### config.mk
export PLATFORM = sky130hd
export DESIGN_NAME = led_feedback_flat
export DESIGN_NICKNAME = d
export VERILOG_FILES = /design/src/rtl/led_feedback_if.sv /design/src/rtl/led_feedback.sv /design/src/flat_wrapper.sv
export SDC_FILE = /design/constraint.sdc
export NUM_CORES = 1
export LEC_CHECK = 0
export ABC_AREA = 1
export BUFFER_PORTS_ARGS = -buffer_cell sky130_fd_sc_hd__buf_2
export CAP_MARGIN = 20
export CORE_MARGIN = 4
export CORE_UTILIZATION = 26
export DETAILED_ROUTE_END_ITERATION = 8
export REMOVE_ABC_BUFFERS = 1
export SLEW_MARGIN = 20
export SYNTH_ARGS = -nofsm -noshare
export SYNTH_HDL_FRONTEND = slang
export SYNTH_SLANG_ARGS = --single-unit
### constraint.sdc
create_clock -name clk -period 2.1 [get_ports clk]
set_input_delay 0.525 -clock clk [delete_from_list [all_inputs] [get_ports clk]]
set_output_delay 0.525 -clock clk [all_outputs]
set_load 0.02 [all_outputs]
### src/rtl/led_feedback_if.sv
// Event/status bundle between the game FSM (master) and one LED feedback
// channel (slave).
interface led_feedback_if;
  logic       hit;
  logic       miss;
  logic [3:0] blink_n;
  logic       led;
  logic       busy;
  logic       done;

  modport master (output hit, miss, blink_n, input  led, busy, done);
  modport slave  (input  hit, miss, blink_n, output led, busy, done);
endinterface

### src/rtl/led_feedback.sv
// Turns one-cycle hit/miss event pulses into visible LED activity:
// a steady hold after a hit, a counted blink train after a miss.
module led_feedback #(
  parameter int unsigned HOLD_CYCLES = 25000000,
  parameter int unsigned BLINK_HALF  = 6250000,
  parameter int unsigned CNT_W       = 25
) (
  input logic           clk,
  input logic           rst,
  led_feedback_if.slave bus
);

  localparam logic [CNT_W-1:0] HOLD_LAST  = CNT_W'(HOLD_CYCLES - 1);
  localparam logic [CNT_W-1:0] BLINK_LAST = CNT_W'(BLINK_HALF - 1);

  typedef enum logic [1:0] {
    IDLE      = 2'd0,
    HOLD      = 2'd1,
    BLINK_ON  = 2'd2,
    BLINK_OFF = 2'd3
  } state_t;

  state_t           state;
  logic [CNT_W-1:0] cnt;
  logic [3:0]       blinks_left;
  logic             led_q;
  logic             busy_q;
  logic             done_q;

  logic valid_miss;
  assign valid_miss = bus.miss && (bus.blink_n != 4'd0);

  // A valid miss outranks everything, including a terminal count, so a
  // restart or preempt never produces a done pulse.
  always_ff @(posedge clk) begin
    if (rst) begin
      state       <= IDLE;
      cnt         <= '0;
      blinks_left <= 4'd0;
      led_q       <= 1'b0;
      busy_q      <= 1'b0;
      done_q      <= 1'b0;
    end else begin
      done_q <= 1'b0;
      if (valid_miss) begin
        state       <= BLINK_ON;
        cnt         <= '0;
        blinks_left <= bus.blink_n;
        led_q       <= 1'b1;
        busy_q      <= 1'b1;
      end else begin
        case (state)
          IDLE: begin
            if (bus.hit) begin
              state  <= HOLD;
              cnt    <= '0;
              led_q  <= 1'b1;
              busy_q <= 1'b1;
            end
          end
          HOLD: begin
            if (bus.hit) begin
              cnt <= '0;
            end else if (cnt == HOLD_LAST) begin
              state  <= IDLE;
              cnt    <= '0;
              led_q  <= 1'b0;
              busy_q <= 1'b0;
              done_q <= 1'b1;
            end else begin
              cnt <= cnt + CNT_W'(1);
            end
          end
          BLINK_ON: begin
            if (cnt == BLINK_LAST) begin
              state <= BLINK_OFF;
              cnt   <= '0;
              led_q <= 1'b0;
            end else begin
              cnt <= cnt + CNT_W'(1);
            end
          end
          BLINK_OFF: begin
            if (cnt == BLINK_LAST) begin
              cnt         <= '0;
              blinks_left <= blinks_left - 4'd1;
              if (blinks_left == 4'd1) begin
                state  <= IDLE;
                busy_q <= 1'b0;
                done_q <= 1'b1;
              end else begin
                state <= BLINK_ON;
                led_q <= 1'b1;
              end
            end else begin
              cnt <= cnt + CNT_W'(1);
            end
          end
          default: begin
            state  <= IDLE;
            cnt    <= '0;
            led_q  <= 1'b0;
            busy_q <= 1'b0;
          end
        endcase
      end
    end
  end

  assign bus.led  = led_q;
  assign bus.busy = busy_q;
  assign bus.done = done_q;

endmodule

### src/flat_wrapper.sv
// flat-port wrapper written by rule: the top's interface ports become plain ports
module led_feedback_flat 
#(
  parameter int unsigned HOLD_CYCLES = 25000000,
  parameter int unsigned BLINK_HALF  = 6250000,
  parameter int unsigned CNT_W       = 25
)
  (clk, rst, bus_hit, bus_miss, bus_blink_n, bus_led, bus_busy, bus_done);
  led_feedback_if bus_i ();
  input logic clk;
  input logic rst;
  input wire logic [$bits(bus_i.hit)-1:0] bus_hit;
  input wire logic [$bits(bus_i.miss)-1:0] bus_miss;
  input wire logic [$bits(bus_i.blink_n)-1:0] bus_blink_n;
  output wire logic [$bits(bus_i.led)-1:0] bus_led;
  output wire logic [$bits(bus_i.busy)-1:0] bus_busy;
  output wire logic [$bits(bus_i.done)-1:0] bus_done;
  assign bus_i.hit = bus_hit;
  assign bus_i.miss = bus_miss;
  assign bus_i.blink_n = bus_blink_n;
  assign bus_led = bus_i.led;
  assign bus_busy = bus_i.busy;
  assign bus_done = bus_i.done;
  led_feedback #(.HOLD_CYCLES(HOLD_CYCLES), .BLINK_HALF(BLINK_HALF), .CNT_W(CNT_W)) u_core (.clk(clk), .rst(rst), .bus(bus_i));
endmodule
==> impl_results.md <==
* Total of max-cap violations at 0
* Slew Viols, Final at 0
* Global-route met2 utilization at 17.6%
* Final weighted congestion of routability-driven global placement at 0.871
* Result of the run: completed
* Final worst-path cycle share at 89.6%
* Worst slew margin relative to its limit at 47.2%
* Min Tclk post-route at 1880 ps
* Most used routing layer: met2
* CP Cell Sequence: ha_1, nand2_1, nor2_2, nand2_1, nor2_1, nand3_1, nand2_1, nand3_1, o21ai_0, a21oi_1
* Height of the die at 102 um
* Hold Worst Slack at 478 ps
* Global-route wire length before repair at 9.35 mm
* Floorplan die width at 102 um
* Async SR Flop Fraction at 0%
* Total routed wirelength at 5.31 mm
* Placed cell count at 469
* Ports at 11
* Worst hold endpoint: u_core.bus.busy$_SDFFE_PP0P_
* Post-synth design cell area at 2320 um^2
* Worst Hold Launch: rst
* Setup clock skew after layout at 11.2 ps
* Synth Instances at 355
* Area delta synth->final at 12.6%
* Static Leak at 0.951 nW
* Primary FF master, synth: dfxtp_1
* CP max stage cell: dfxtp_2
* Die Footprint at 10500 um^2
* Starting density of the core at 26.6%
* Gr ovfl total at 0
* Number of H-tree levels at 2
* Number of enable flip-flop cells after synthesis at 0
* Via count at 2215
* Clk Tree Root Cell: clkbuf_8
* Final count of hold timing violations at 0
* Via-to-Cell Ratio at 4.64
* Count of port buffers added during placement at 10
* Grt met3 use at 2.39%
* Crit path capture type: flip-flop
* Post-detailed-route count of antenna-violating nets at 0
* Buf/Inv on CP at 0
* Half-perimeter wire length of the detailed placement result at 3.89 mm
* Proportion of layout cells with a drive suffix above 1 at 11.7%
* Cell type with the highest occurrence count on the critical path: nand2_1
* First drt pass iteration count at 4
* Maximum number of pins on one net before global-route repair at 26
* Critical Path AT at 2050 ps
* Clock buffer count from CTS at 5
* Final setup violation count at 0
* Maximum VDD drop at 0.276 mV
* Largest delay share family, worst path: simple AND/OR/NAND/NOR gates
* Std-Cell Rows at 34
* Routed length per instance at 11.1 um
* Final antenna diode count at 0
* Sequential share of the synthesized area at 29.3%
* Mean instance size in the synthesized netlist at 6.54 um^2
* Worst-skew pair later-pin latency at 290 ps
* Starting DRT DRC Count at 120
* Reg-to-reg critical path startpoint: u_core.cnt[0]$_SDFFE_PP0P_
* Synthesized flop and latch total at 34
* Worst flop-to-flop path endpoint: u_core.state[0]$_SDFFE_PP0P_
* Register clock-pin slew on the reported worst setup and hold paths at 70 ps
* Data required time of the worst path at 2270 ps
* Yosys warns at 0
* Worst-margin pin slew at 791 ps
* Maximum clock insertion buffer count at 2
* Type of the setup path with the least slack: flip-flop to flip-flop
* Global-route usage over all layers at 10.9%
* DRC violations left at 0
* Power per cell area at 587 nW/um^2
* FF-to-FF setup slack at 220 ps
* Antenna violations before repair at 0
* Global routing met1 resource utilization at 14.6%
* Floorplan core area at 8720 um^2
* Worst Reg-to-Reg Cells at 10
* Unrepaired setup endpoints after global routing: no
* # clock sinks at 34
* Worst Setup Slack post-DPL at 155 ps
* Layout Nets at 383
* Number of global-route vias before repair at 2110
* TritonCTS clock tree: yes
* Final standard cell count with taps included and fillers excluded at 477
* Maximum fanout encountered on the critical timing path at 4
* Worst Hold Class: primary input to flip-flop
* Startpoint type of the worst setup path: flip-flop
* Number of different library cells in the post-synthesis netlist at 32
* Slowest cell delay on critical path at 380 ps
* Worst Setup Slack, final at 218 ps
* Achievable frequency at 531 MHz
* Min-Delay Path Depth at 2
## timing repair
item / CTS / global route
resized for setup: 0 / 3
buffers inserted: 0 / 0
endpoints found under the setup margin: 0 / 8
hold buffers: 0 / 0
## power by group
| part | switching [mW] | total [mW] | internal (mW) |
|---|---|---|---|
| Combinational | 0.192 | 0.282 | 0.0899 |
| Clock | 0.243 | 0.574 | 0.331 |
| Sequential | 0.0150 | 0.677 | 0.662 |
## through the flow
step | setup TNS [ps] | cell area (um^2) | utilization [%] | power (mW)
2_1_floorplan | -733 | 2270 | - | 0.884
3_3_place_gp | 0 | 2490 | 28.5 | 0.965
3_5_place_dp | 0 | 2490 | 28.5 | 0.967
4_1_cts | 0 | 2600 | 29.8 | 1.56
5_1_grt | 0 | 2610 | 30.0 | 1.62
6_report | 0 | 2610 | 30.0 | 1.53
## flip-flops by register name, indices dropped and copies added, names as in the netlist
signal / cells
u_core.bus.done: 1
u_core.state: 2
u_core.bus.busy: 1
u_core.blinks_left: 4
u_core.bus.led: 1
u_core.cnt: 25
## worst reg2reg max path, stage by stage (launching register included)
cell and delay (ps):
dfxtp_2 380, ha_1 180, nand2_1 80, nor2_2 140, nand2_1 120, nor2_1 100
nand3_1 160, nand2_1 170, nand3_1 140, o21ai_0 230, a21oi_1 70
## metal layers
metal | vias up | share of wire (%) | wire length [um]
met5 | - | 0 | 0
met4 | 0 | 1.2 | 63
met3 | 9 | 3.2 | 168
met2 | 32 | 45 | 2390
met1 | 995 | 51 | 2690
li1 | 1179 | - | -
## cell usage after synthesis, drive strengths merged (2+ instances only)
| cell | count | area (um^2) |
|---|---|---|
| dfxtp | 34 | 681 |
| nand3b | 10 | 75.1 |
| nand2 | 94 | 373 |
| nor3 | 5 | 25.0 |
| a21oi | 32 | 160 |
| o21bai | 2 | 15.0 |
| clkbuf | 4 | 15.0 |
| ha | 7 | 87.6 |
| buf | 4 | 32.5 |
| nand4 | 8 | 50.1 |
| o21ai | 14 | 92.6 |
| nor2 | 47 | 211 |
| xnor2 | 7 | 61.3 |
| xor2 | 7 | 61.3 |
| nand3 | 31 | 155 |
| inv | 40 | 150 |
## worst max path at each step
stage / startpoint / to / slack [ps] / depth (start not counted)
6_report: u_core.cnt[0]$_SDFFE_PP0P_ / u_core.state[0]$_SDFFE_PP0P_ / 220 / 10
5_1_grt: u_core.cnt[8]$_SDFFE_PP0P_ / u_core.cnt[19]$_SDFFE_PP0P_ / 80 / 9
4_1_cts: u_core.cnt[0]$_SDFFE_PP0P_ / u_core.cnt[18]$_SDFFE_PP0P_ / 140 / 10
3_5_place_dp: u_core.cnt[0]$_SDFFE_PP0P_ / u_core.cnt[21]$_SDFFE_PP0P_ / 160 / 10
3_3_place_gp: u_core.cnt[0]$_SDFFE_PP0P_ / u_core.cnt[18]$_SDFFE_PP0P_ / 200 / 10
2_1_floorplan: u_core.state[0]$_SDFFE_PP0P_ / u_core.bus.busy$_SDFFE_PP0P_ / -260 / 10
## layout make-up
| type | instances | area, um^2 |
|---|---|---|
| fillers | 948 | 6110 |
| multi-input cells | 272 | 1450 |
| flip-flops and latches | 34 | 682 |
| inverters | 41 | 154 |
| well taps | 108 | 135 |
| clock buffers | 8 | 110 |
| repair buffers | 14 | 80.1 |
## cells in the final DEF (no fill, tap or decap), types with 2 or more instances in the layout
| cell | instances |
|---|---|
| inv_1 | 40 |
| nor2_4 | 2 |
| clkbuf_8 | 8 |
| o21bai_1 | 2 |
| nand2_2 | 2 |
| nor2_1 | 37 |
| dfxtp_1 | 33 |
| buf_2 | 10 |
| o21ai_0 | 11 |
| nor2_2 | 8 |
| a21oi_1 | 32 |
| xnor2_1 | 7 |
| nor3_1 | 5 |
| buf_4 | 4 |
| xor2_1 | 7 |
| nand4_1 | 8 |
| nand3b_1 | 10 |
| ha_1 | 7 |
| nand2_1 | 90 |
| nand3_1 | 30 |
| o21ai_4 | 2 |
## kinds of logic (layout without fill, tap and decap cells)
kind of cell,Yosys count,count (layout),synth area share (%)
simple gates,197,197,38.9
compound gates,54,54,14.0
buf+inv,49,63,8.68
flops,34,34,29.3
xor+xnor,14,14,5.28
fa+ha+maj,7,7,3.77
Note: power is estimated with default switching activity, not from simulation.
